## config.mk

```make
export PLATFORM = sky130hd
export DESIGN_NAME = load_unit
export DESIGN_NICKNAME = d
export VERILOG_FILES = /design/src/rtl/cpu_pkg.sv /design/src/rtl/load_extract.sv /design/src/rtl/load_unit.sv
export SDC_FILE = /design/constraint.sdc
export NUM_CORES = 1
export LEC_CHECK = 0
export ABC_AREA = 1
export CAP_MARGIN = 25
export CORE_MARGIN = 8
export CORE_UTILIZATION = 30
export CTS_CLUSTER_SIZE = 12
export DETAILED_ROUTE_END_ITERATION = 16
export PLACE_DENSITY = 0.57
export SLEW_MARGIN = 20
export SYNTH_ARGS = -nofsm -noshare
export SYNTH_HDL_FRONTEND = slang
export SYNTH_HIERARCHICAL = 1
export SYNTH_SLANG_ARGS = --single-unit
export TNS_END_PERCENT = 50
```

## constraint.sdc

```tcl
create_clock -name clock -period 4 [get_ports clock]
set_input_delay 1.2 -clock clock [delete_from_list [all_inputs] [get_ports clock]]
set_output_delay 1.2 -clock clock [all_outputs]
set_load 0.05 [all_outputs]
```

## src/rtl/cpu_pkg.sv

```systemverilog
`default_nettype none
// ============================================================================
//  Module   : cpu_pkg
//  Purpose  : Shared CPU definitions used by the load unit: load subtype
//             encodings, the load opcode, the idle ROB tag and the load-unit
//             FSM state enumeration, plus a misalignment helper.
//  Ports    : none (package)
//  Revision : 1.0 - initial release
// ============================================================================
package cpu_pkg;

  localparam logic [6:0] LOAD_OPCODE = 7'b0000011;

  // Load subtypes (funct3 of the load instruction)
  localparam logic [2:0] LD_LB  = 3'b000;
  localparam logic [2:0] LD_LH  = 3'b001;
  localparam logic [2:0] LD_LW  = 3'b010;
  localparam logic [2:0] LD_LBU = 3'b100;
  localparam logic [2:0] LD_LHU = 3'b101;

  // Tag shown on the CDB while no result is being broadcast
  localparam logic [5:0] INVALID_ROB = 6'd16;

  typedef enum logic [2:0] {
    ST_IDLE  = 3'd0,
    ST_REQ   = 3'd1,
    ST_WAIT  = 3'd2,
    ST_BCAST = 3'd3,
    ST_DRAIN = 3'd4
  } load_state_t;

  // Halfword loads need addr[0]=0, word loads need addr[1:0]=0.
  function automatic logic is_misaligned(input logic [2:0] ld_type,
                                         input logic [1:0] lane);
    logic mis;
    mis = 1'b0;
    if ((ld_type == LD_LH) || (ld_type == LD_LHU)) mis = lane[0];
    else if (ld_type == LD_LW)                      mis = (lane != 2'b00);
    return mis;
  endfunction

endpackage
`default_nettype wire

```

## src/rtl/load_extract.sv

```systemverilog
`default_nettype none
// ============================================================================
//  Module   : load_extract
//  Purpose  : Combinational lane select and sign/zero extension of a
//             little-endian memory word for byte, half and word loads.
//  Ports    : word    in  32  word returned by data memory
//             lane    in  2   low byte-address bits of the load
//             ld_type in  3   load subtype
//             result  out 32  extended load result (0 for unused subtypes)
//  Revision : 1.0 - initial release
// ============================================================================
module load_extract
  import cpu_pkg::*;
(
  input  logic [31:0] word,
  input  logic [1:0]  lane,
  input  logic [2:0]  ld_type,
  output logic [31:0] result
);

  logic [7:0]  byte_sel;
  logic [15:0] half_sel;

  always_comb begin
    byte_sel = word[{lane, 3'b000} +: 8];
    // Halfword lane ignores lane[0]: misaligned halves are truncated.
    half_sel = lane[1] ? word[31:16] : word[15:0];
    case (ld_type)
      LD_LB:   result = {{24{byte_sel[7]}}, byte_sel};
      LD_LH:   result = {{16{half_sel[15]}}, half_sel};
      LD_LW:   result = word;
      LD_LBU:  result = {24'd0, byte_sel};
      LD_LHU:  result = {16'd0, half_sel};
      default: result = 32'd0;
    endcase
  end

endmodule
`default_nettype wire

```

## src/rtl/load_unit.sv

```systemverilog
`default_nettype none
// ============================================================================
//  Module   : load_unit
//  Purpose  : Load execution stage. Accepts one dispatched load, issues an
//             aligned word read to data memory, extracts/extends the result
//             and broadcasts it with its ROB tag on the CDB. One load in
//             flight; busy back-pressures the reservation station.
//  Ports    : clock, reset (async, active-high)
//             issue_valid/addr/type/rob in, busy out, flush in
//             mem_req_valid/addr out, mem_req_ready in
//             mem_resp_valid/data in
//             cdb_valid/data/rob out, cdb_grant in
//             cdb_exc out (only with LOAD_MISALIGN_CHECK_EN)
//  Config   : LOAD_MISALIGN_CHECK_EN - misaligned LH/LHU/LW skip memory and
//             broadcast data 0 with cdb_exc=1.
//  Revision : 1.0 - initial release
// ============================================================================
module load_unit
  import cpu_pkg::*;
#(
  parameter int               ROB_W       = 6,
  parameter int               ADDR_W      = 32,
  parameter logic [ROB_W-1:0] INVALID_ROB = ROB_W'(cpu_pkg::INVALID_ROB)
) (
  input  logic              clock,
  input  logic              reset,
  input  logic              issue_valid,
  input  logic [ADDR_W-1:0] issue_addr,
  input  logic [2:0]        issue_type,
  input  logic [ROB_W-1:0]  issue_rob,
  output logic              busy,
  input  logic              flush,
  output logic              mem_req_valid,
  output logic [ADDR_W-1:0] mem_req_addr,
  input  logic              mem_req_ready,
  input  logic              mem_resp_valid,
  input  logic [31:0]       mem_resp_data,
  output logic              cdb_valid,
  output logic [31:0]       cdb_data,
  output logic [ROB_W-1:0]  cdb_rob,
`ifdef LOAD_MISALIGN_CHECK_EN
  output logic              cdb_exc,
`endif
  input  logic              cdb_grant
);

  load_state_t       state, state_next;
  logic              busy_next;
  logic              mem_req_valid_next;
  logic [ADDR_W-1:0] mem_req_addr_next;
  logic              cdb_valid_next;
  logic [31:0]       cdb_data_next;
  logic [ROB_W-1:0]  cdb_rob_next;
  logic [1:0]        lane, lane_next;
  logic [2:0]        ld_type, ld_type_next;
  logic [ROB_W-1:0]  rob, rob_next;
  logic [31:0]       extracted;
  logic              to_idle;
`ifdef LOAD_MISALIGN_CHECK_EN
  logic              cdb_exc_next;
`endif

  load_extract u_extract (
    .word    (mem_resp_data),
    .lane    (lane),
    .ld_type (ld_type),
    .result  (extracted)
  );

  always_ff @(posedge clock or posedge reset) begin
    if (reset) begin
      state         <= ST_IDLE;
      busy          <= 1'b0;
      mem_req_valid <= 1'b0;
      mem_req_addr  <= '0;
      cdb_valid     <= 1'b0;
      cdb_data      <= 32'd0;
      cdb_rob       <= INVALID_ROB;
      lane          <= 2'b00;
      ld_type       <= 3'b000;
      rob           <= '0;
`ifdef LOAD_MISALIGN_CHECK_EN
      cdb_exc       <= 1'b0;
`endif
    end else begin
      state         <= state_next;
      busy          <= busy_next;
      mem_req_valid <= mem_req_valid_next;
      mem_req_addr  <= mem_req_addr_next;
      cdb_valid     <= cdb_valid_next;
      cdb_data      <= cdb_data_next;
      cdb_rob       <= cdb_rob_next;
      lane          <= lane_next;
      ld_type       <= ld_type_next;
      rob           <= rob_next;
`ifdef LOAD_MISALIGN_CHECK_EN
      cdb_exc       <= cdb_exc_next;
`endif
    end
  end

  always_comb begin
    state_next         = state;
    busy_next          = busy;
    mem_req_valid_next = mem_req_valid;
    mem_req_addr_next  = mem_req_addr;
    cdb_valid_next     = cdb_valid;
    cdb_data_next      = cdb_data;
    cdb_rob_next       = cdb_rob;
    lane_next          = lane;
    ld_type_next       = ld_type;
    rob_next           = rob;
    to_idle            = 1'b0;
`ifdef LOAD_MISALIGN_CHECK_EN
    cdb_exc_next       = cdb_exc;
`endif

    case (state)
      ST_IDLE: begin
        // A flush coinciding with a dispatch drops the load.
        if (flush) begin
          to_idle = 1'b1;
        end else if (issue_valid) begin
          lane_next    = issue_addr[1:0];
          ld_type_next = issue_type;
          rob_next     = issue_rob;
          busy_next    = 1'b1;
`ifdef LOAD_MISALIGN_CHECK_EN
          if (is_misaligned(issue_type, issue_addr[1:0])) begin
            state_next     = ST_BCAST;
            cdb_valid_next = 1'b1;
            cdb_data_next  = 32'd0;
            cdb_rob_next   = issue_rob;
            cdb_exc_next   = 1'b1;
          end else
`endif
          begin
            state_next         = ST_REQ;
            mem_req_valid_next = 1'b1;
            mem_req_addr_next  = {issue_addr[ADDR_W-1:2], 2'b00};
          end
        end
      end

      ST_REQ: begin
        if (mem_req_ready) begin
          // Once accepted, memory owes us a response; a flush must drain it.
          mem_req_valid_next = 1'b0;
          state_next         = flush ? ST_DRAIN : ST_WAIT;
        end else if (flush) begin
          to_idle = 1'b1;
        end
      end

      ST_WAIT: begin
        if (flush) begin
          // Response arriving with the flush is consumed right here.
          if (mem_resp_valid) to_idle = 1'b1;
          else                state_next = ST_DRAIN;
        end else if (mem_resp_valid) begin
          cdb_valid_next = 1'b1;
          cdb_data_next  = extracted;
          cdb_rob_next   = rob;
          state_next     = ST_BCAST;
        end
      end

      ST_BCAST: begin
        if (flush || cdb_grant) to_idle = 1'b1;
      end

      ST_DRAIN: begin
        if (mem_resp_valid) to_idle = 1'b1;
      end

      default: to_idle = 1'b1;
    endcase

    if (to_idle) begin
      state_next         = ST_IDLE;
      busy_next          = 1'b0;
      mem_req_valid_next = 1'b0;
      mem_req_addr_next  = '0;
      cdb_valid_next     = 1'b0;
      cdb_data_next      = 32'd0;
      cdb_rob_next       = INVALID_ROB;
`ifdef LOAD_MISALIGN_CHECK_EN
      cdb_exc_next       = 1'b0;
`endif
    end
  end

endmodule
`default_nettype wire

```

==> results of run 1 <==
## power by group through the flow
stage          Combinational [W]  Clock, W  Sequential (W)
3_3_place_gp             0.00221         0         0.00129
5_1_grt                  0.00242  0.000914         0.00131
4_1_cts                  0.00222  0.000875         0.00128
3_5_place_dp             0.00222         0         0.00129
6_report                 0.00220  0.000848         0.00127
2_1_floorplan            0.00109         0         0.00180
## cell usage in the layout (no fill, tap or decap)
master and count:
a21oi_1 3, buf_4 6, bufinv_16 1, clkbuf_16 9
clkbuf_8 1, clkdlybuf4s50_1 150, clkinv_2 2, clkinvlp_4 2
conb_1 2, dfrtp_1 84, dfstp_2 1, inv_1 41
inv_2 4, inv_4 1, inv_6 1, nand2_1 285
nand2_2 3, nand2_4 1, nand3_1 103, nand3b_1 1
nand4_1 2, nor2_1 44, nor2_2 3, nor2_4 3
o21a_1 2, o21ai_0 10
## path summary, 6_finish.rpt
| kind | slack (ns) | to | depth (start not counted) |
|---|---|---|---|
| min in group asynchronous | 1.27 | mem_req_addr[8]$_DFFE_PP0P_ | 2 |
| max in group asynchronous | 1.90 | cdb_data[6]$_DFFE_PP0P_ | 3 |
| worst max register to register | 2.09 | cdb_data[5]$_DFFE_PP0P_ | 7 |
| worst min-delay path | 0.47 | cdb_rob[1]$_DFFE_PP0P_ | 2 |
| worst min register to register | 0.47 | cdb_rob[1]$_DFFE_PP0P_ | 2 |
| worst max-delay path | 1.11 | cdb_rob[4] | 1 |
## stage by stage
stage / setup WS, ns / area, sq um
after floorplan: 0.608 / 4510
after global placement: 0.925 / 6030
after detailed placement: 0.866 / 6030
after CTS: 1.08 / 6320
after global routing: 1.02 / 6320
final: 1.11 / 6320
## cells by family (layout without fill, tap and decap cells)
group	after synthesis	in the layout	share of synthesized area (%)
buffers and inverters	83	218	9.86
other	1	2	0.0833
AO/OA/AOI/OAI	15	15	1.78
AND/OR/NAND/NOR	445	445	41.0
flip-flops	85	85	47.3
## per-layer routing
metal / global-route usage [%] / vias up
li1: - / 2206
met1: 18.7 / 2050
met2: 26.2 / 88
met3: 3.77 / 10
met4: 4.46 / 0
met5: 0 / -
## tightest hold or removal path, delay by kind of cell (launching register included)
family	cells	cell delay [ns]
flip-flops	1	0.34
AND/OR/NAND/NOR	2	0.10
## sequential cells by signal (all words and copies together) (netlist names)
register	count
busy	1
cdb_data	32
cdb_rob	6
cdb_valid	1
lane	2
ld_type	3
mem_req_addr	30
mem_req_valid	1
rob	6
state	3
## layout make-up
| type | count | area, sq um | share of cell area [%] |
|---|---|---|---|
| sequential | 85 | 2130 | 33.7 |
| tap | 184 | 230 | 3.64 |
| clock inverter | 5 | 58.8 | 0.930 |
| inverter | 47 | 180 | 2.85 |
| clock buffer | 10 | 239 | 3.78 |
| multi-input combinational | 462 | 1940 | 30.7 |
| timing repair buffer | 156 | 1550 | 24.5 |
==> impl_metrics.toml, run 1 <==
[placed_design]
dp_hpwl_mm = 11.2
io_buffers = 150
placed_cells = 934
place.gp.congestion = 0.865

[drt]
initialDrtViolationCount = 293
first_pass_iters = 4
avgRoutedWirePerCell_um = 15.4
vias = 4354
wl_met1_mm = 6.33
dr.max_layer_used = "met4"
met3_length_um = 784
ant_nets = 0
wl_mm = 14.6
met2_length_mm = 7.30
viasPerCell = 4.59
route.detailed.drc = 0

[layout]
post-route-util_pct = 43.3
antenna_cells = 0
drive_above_1_share_pct = 4.97
layout.nets = 841
post_layout_nonfiller_instances = 949
syn_to_final_growth_pct = 40.4
fillCellCount = 1520

[pwr]
power_switching_w = 0.00206
seqPwrFrac_pct = 29.5
worst_ir_drop_vdd_mv = 0.285
powerDensity_mw_per_mm2 = 684
clkPwrFrac_pct = 19.6
p_sw_share_pct = 47.6
total_power_w = 0.00432
p_leak_nw = 3.34
power.internal_w = 0.00227
power_frac_comb_pct = 50.9

[clock_network]
cts_hold_repair.buffers = 0
cts_sinks = 85
cts_tree = "yes"
postCtsResizedCells = 0
cts_setup_buffers = 0
clk_latency_ns = 0.34
cts-root-buf = "clkbuf_16"
cts_made_buffers = 9
clk_pin_slew_ns = 0.06
htree_levels = 3
clk_path_buf_depth = 2

[flow_run]
timing.max_cap.violations = 0

[hold_path]
hold_path_class = "flip-flop to flip-flop"
min_from = "rob[1]$_DFFE_PP0P_"

[critical_path]
crit_path_start_kind = "flip-flop"
max_stage_delay_ns = 0.82
required_ns = 2.80
path_class = "flip-flop to output pin"
r2r_start = "state[2]$_DFFE_PP0P_"
cp_max_fo = 2
crit_arrival_ns = 1.69
slowest_stage = "clkdlybuf4s50_1"
cp-startpoint = "cdb_rob[4]$_DFFE_PP1P_"
cp-end-kind = "output pin"
cp.buffers_inverters = 1
cpLargestDelayFamily = "buffers and inverters"
cp_cell_sequence = "clkdlybuf4s50_1"

[logic_synthesis]
syn-mean-instance-area_sq_um = 7.16
synth_area_leaders = "dfrtp_1, nand2_1, nand3_1"
syn_area_sq_mm = 0.00450
synth_enable_flop_cells = 0
yosysSeqAreaShare_pct = 47.3
syn_inst = 629
ys.flop_type = "dfrtp_1"
async_flop_share_pct = 100
synth_top_cell_area_share_pct = 46.7
synth_top_cell_by_area = "dfrtp_1"
ys_seq_elements = 85
synth_warnings = 6
synth_common_cells = "nand2_1, nand3_1, dfrtp_1"
ys_types = 22
yosysMostFrequentCell = "nand2_1"

[global_route]
grt_pass1_vias = 4402
antenna_found_initial = 0
grt_max_degree = 55
grtUsageTotal_pct = 15.4
grt_overflow = 0
grt_first_pass_wirelength_mm = 24.0

[floorplan]
ios = 153
die_area_sq_mm = 0.0192
core_area_sq_mm = 0.0146
dieWidth_um = 139
initial_core_util_pct = 30.9
die_y_um = 139
row_count = 44

[timing]
setup_viol = 0
skew_ns = 0.00641
fmax_mhz = 347
timing.hold.ws_ns = 0.475
drv_slew = 0
finalCritPeriodShare_pct = 72.1
period_minus_slack_ns = 2.89
hold_viol = 0
rsz0062_at_grt = "no"
slew_headroom_pct = 54.2
setup_tns_ns = 0
worst_pin_slew_ns = 0.687

[run_status]
status = "finished, final reports clean"
No activity file was read; power rests on OpenSTA's default activity.
==> inputs of run 2 (changes only) <==
- clock period: 4 -> 2.9 ns (I/O delays scaled with it)
==> impl_metrics.toml, run 2 (synthesized netlist as in run 1, its figures left out) <==
[critical_path]
cp-end-kind = "output pin"
cp-startpoint = "cdb_rob[4]$_DFFE_PP1P_"
r2r_start = "lane[1]$_DFFE_PP0P_"
required_ns = 2.03
cp.buffers_inverters = 1
cp_cell_sequence = "clkdlybuf4s50_1"
crit_arrival_ns = 1.68
cpLargestDelayFamily = "buffers and inverters"
path_class = "flip-flop to output pin"
crit_path_start_kind = "flip-flop"
max_stage_delay_ns = 0.80
slowest_stage = "clkdlybuf4s50_1"
cp_max_fo = 2

[pwr]
seqPwrFrac_pct = 29.2
power_switching_w = 0.00284
p_sw_share_pct = 47.2
power_frac_comb_pct = 50.9
worst_ir_drop_vdd_mv = 0.543
clkPwrFrac_pct = 19.9
p_leak_nw = 3.37
powerDensity_mw_per_mm2 = 941
power.internal_w = 0.00318

[floorplan]
ios = 153
row_count = 44
core_area_sq_mm = 0.0146
initial_core_util_pct = 30.9
die_area_sq_mm = 0.0192
dieWidth_um = 139
die_y_um = 139

[layout]
layout.nets = 842
top_regs = "cdb_data: 32 flops, mem_req_addr: 30 flops"
final_common_cell = "nand2_1"
largest_reg_flops = 32
drive_above_1_share_pct = 5.09
multiInputGateArea_sq_mm = 0.00194
post_layout_nonfiller_instances = 950
syn_to_final_growth_pct = 41.9
final_cell_mix = "nand2_1, clkdlybuf4s50_1, nand3_1"
antenna_cells = 0
fillCellCount = 1491
regArea_sq_mm = 0.00213
regMostFlops = "cdb_data"

[global_route]
grt_max_degree = 86
antenna_found_initial = 0
grtUsageTotal_pct = 15.3
grt_first_pass_wirelength_mm = 23.9
grt_overflow = 0
grt_pass1_vias = 4399

[drt]
avgRoutedWirePerCell_um = 15.6
viasPerCell = 4.62
vias = 4385
wl_mm = 14.8
first_pass_iters = 4
ant_nets = 0
initialDrtViolationCount = 323
route.detailed.drc = 0

[timing]
setup_viol = 0
fmax_mhz = 392
skew_ns = 0.00690
drv_slew = 0
hold_viol = 0
setup_tns_ns = 0
finalCritPeriodShare_pct = 87.9
slew_headroom_pct = 53.7
worst_pin_slew_ns = 0.694
rsz0062_at_grt = "no"
period_minus_slack_ns = 2.55

[clock_network]
cts_sinks = 85
clk_latency_ns = 0.34
cts-root-buf = "clkbuf_16"
cts_setup_buffers = 0
cts_made_buffers = 9
clk_path_buf_depth = 2
cts_tree = "yes"
postCtsResizedCells = 0
clk_pin_slew_ns = 0.06
htree_levels = 3
cts_hold_repair.buffers = 0

[run_status]
status = "finished, final reports clean"

[placed_design]
placed_cells = 935
io_buffers = 150
dp_hpwl_mm = 10.9
place.gp.congestion = 0.865

[hold_path]
hold_path_class = "flip-flop to flip-flop"
min_from = "rob[1]$_DFFE_PP0P_"

[flow_run]
timing.max_cap.violations = 0
[run 2: layout make-up]
type	count	area share [%]
clock buffers	11	3.95
clock inverters	4	0.861
inverters	47	2.86
multi-input cells	462	30.4
flip-flops and latches	85	33.3
well taps	184	3.60
repair buffers	157	25.1
[run 2: worst paths after layout]
check                                             to  slack [ns]  cells past startpoint
max in group asynchronous     cdb_rob[4]$_DFFE_PP1P_        1.52                      3
max                                       cdb_rob[4]        0.35                      1
max reg2reg                 cdb_data[27]$_DFFE_PP0P_        1.05                      8
min in group asynchronous  mem_req_valid$_DFFE_PP0P_        0.98                      3
min                           cdb_rob[1]$_DFFE_PP0P_        0.48                      2
min reg2reg                   cdb_rob[1]$_DFFE_PP0P_        0.48                      2
[run 2: stage by stage]
stage / util [%] / area (sq um) / hold slack (ns) / worst slack (ns) / total power, W
after floorplan: - / 4510 / 0.449 / 1.02 / 0.00399
after global placement: 41.7 / 6090 / 0.460 / 0.428 / 0.00482
after detailed placement: 41.7 / 6090 / 0.465 / 0.393 / 0.00486
after CTS: 43.8 / 6390 / 0.480 / 0.324 / 0.00609
after global routing: 43.8 / 6390 / 0.491 / 0.306 / 0.00644
final: 43.8 / 6390 / 0.477 / 0.351 / 0.00602
[run 2: power by group through the flow]
| stage | clock network [W] | registers, W | logic [W] |
|---|---|---|---|
| after CTS | 0.00124 | 0.00176 | 0.00309 |
| after floorplan | 0 | 0.00249 | 0.00151 |
| after global placement | 0 | 0.00177 | 0.00305 |
| after global routing | 0.00128 | 0.00180 | 0.00335 |
| after detailed placement | 0 | 0.00178 | 0.00308 |
| final | 0.00120 | 0.00176 | 0.00306 |
[run 2: per-layer routing]
layer  wire length, um  GRT usage, %
met4               254          4.58
met3               715          3.84
met1              6450          18.9
met2              7370          25.5
met5                 0             0
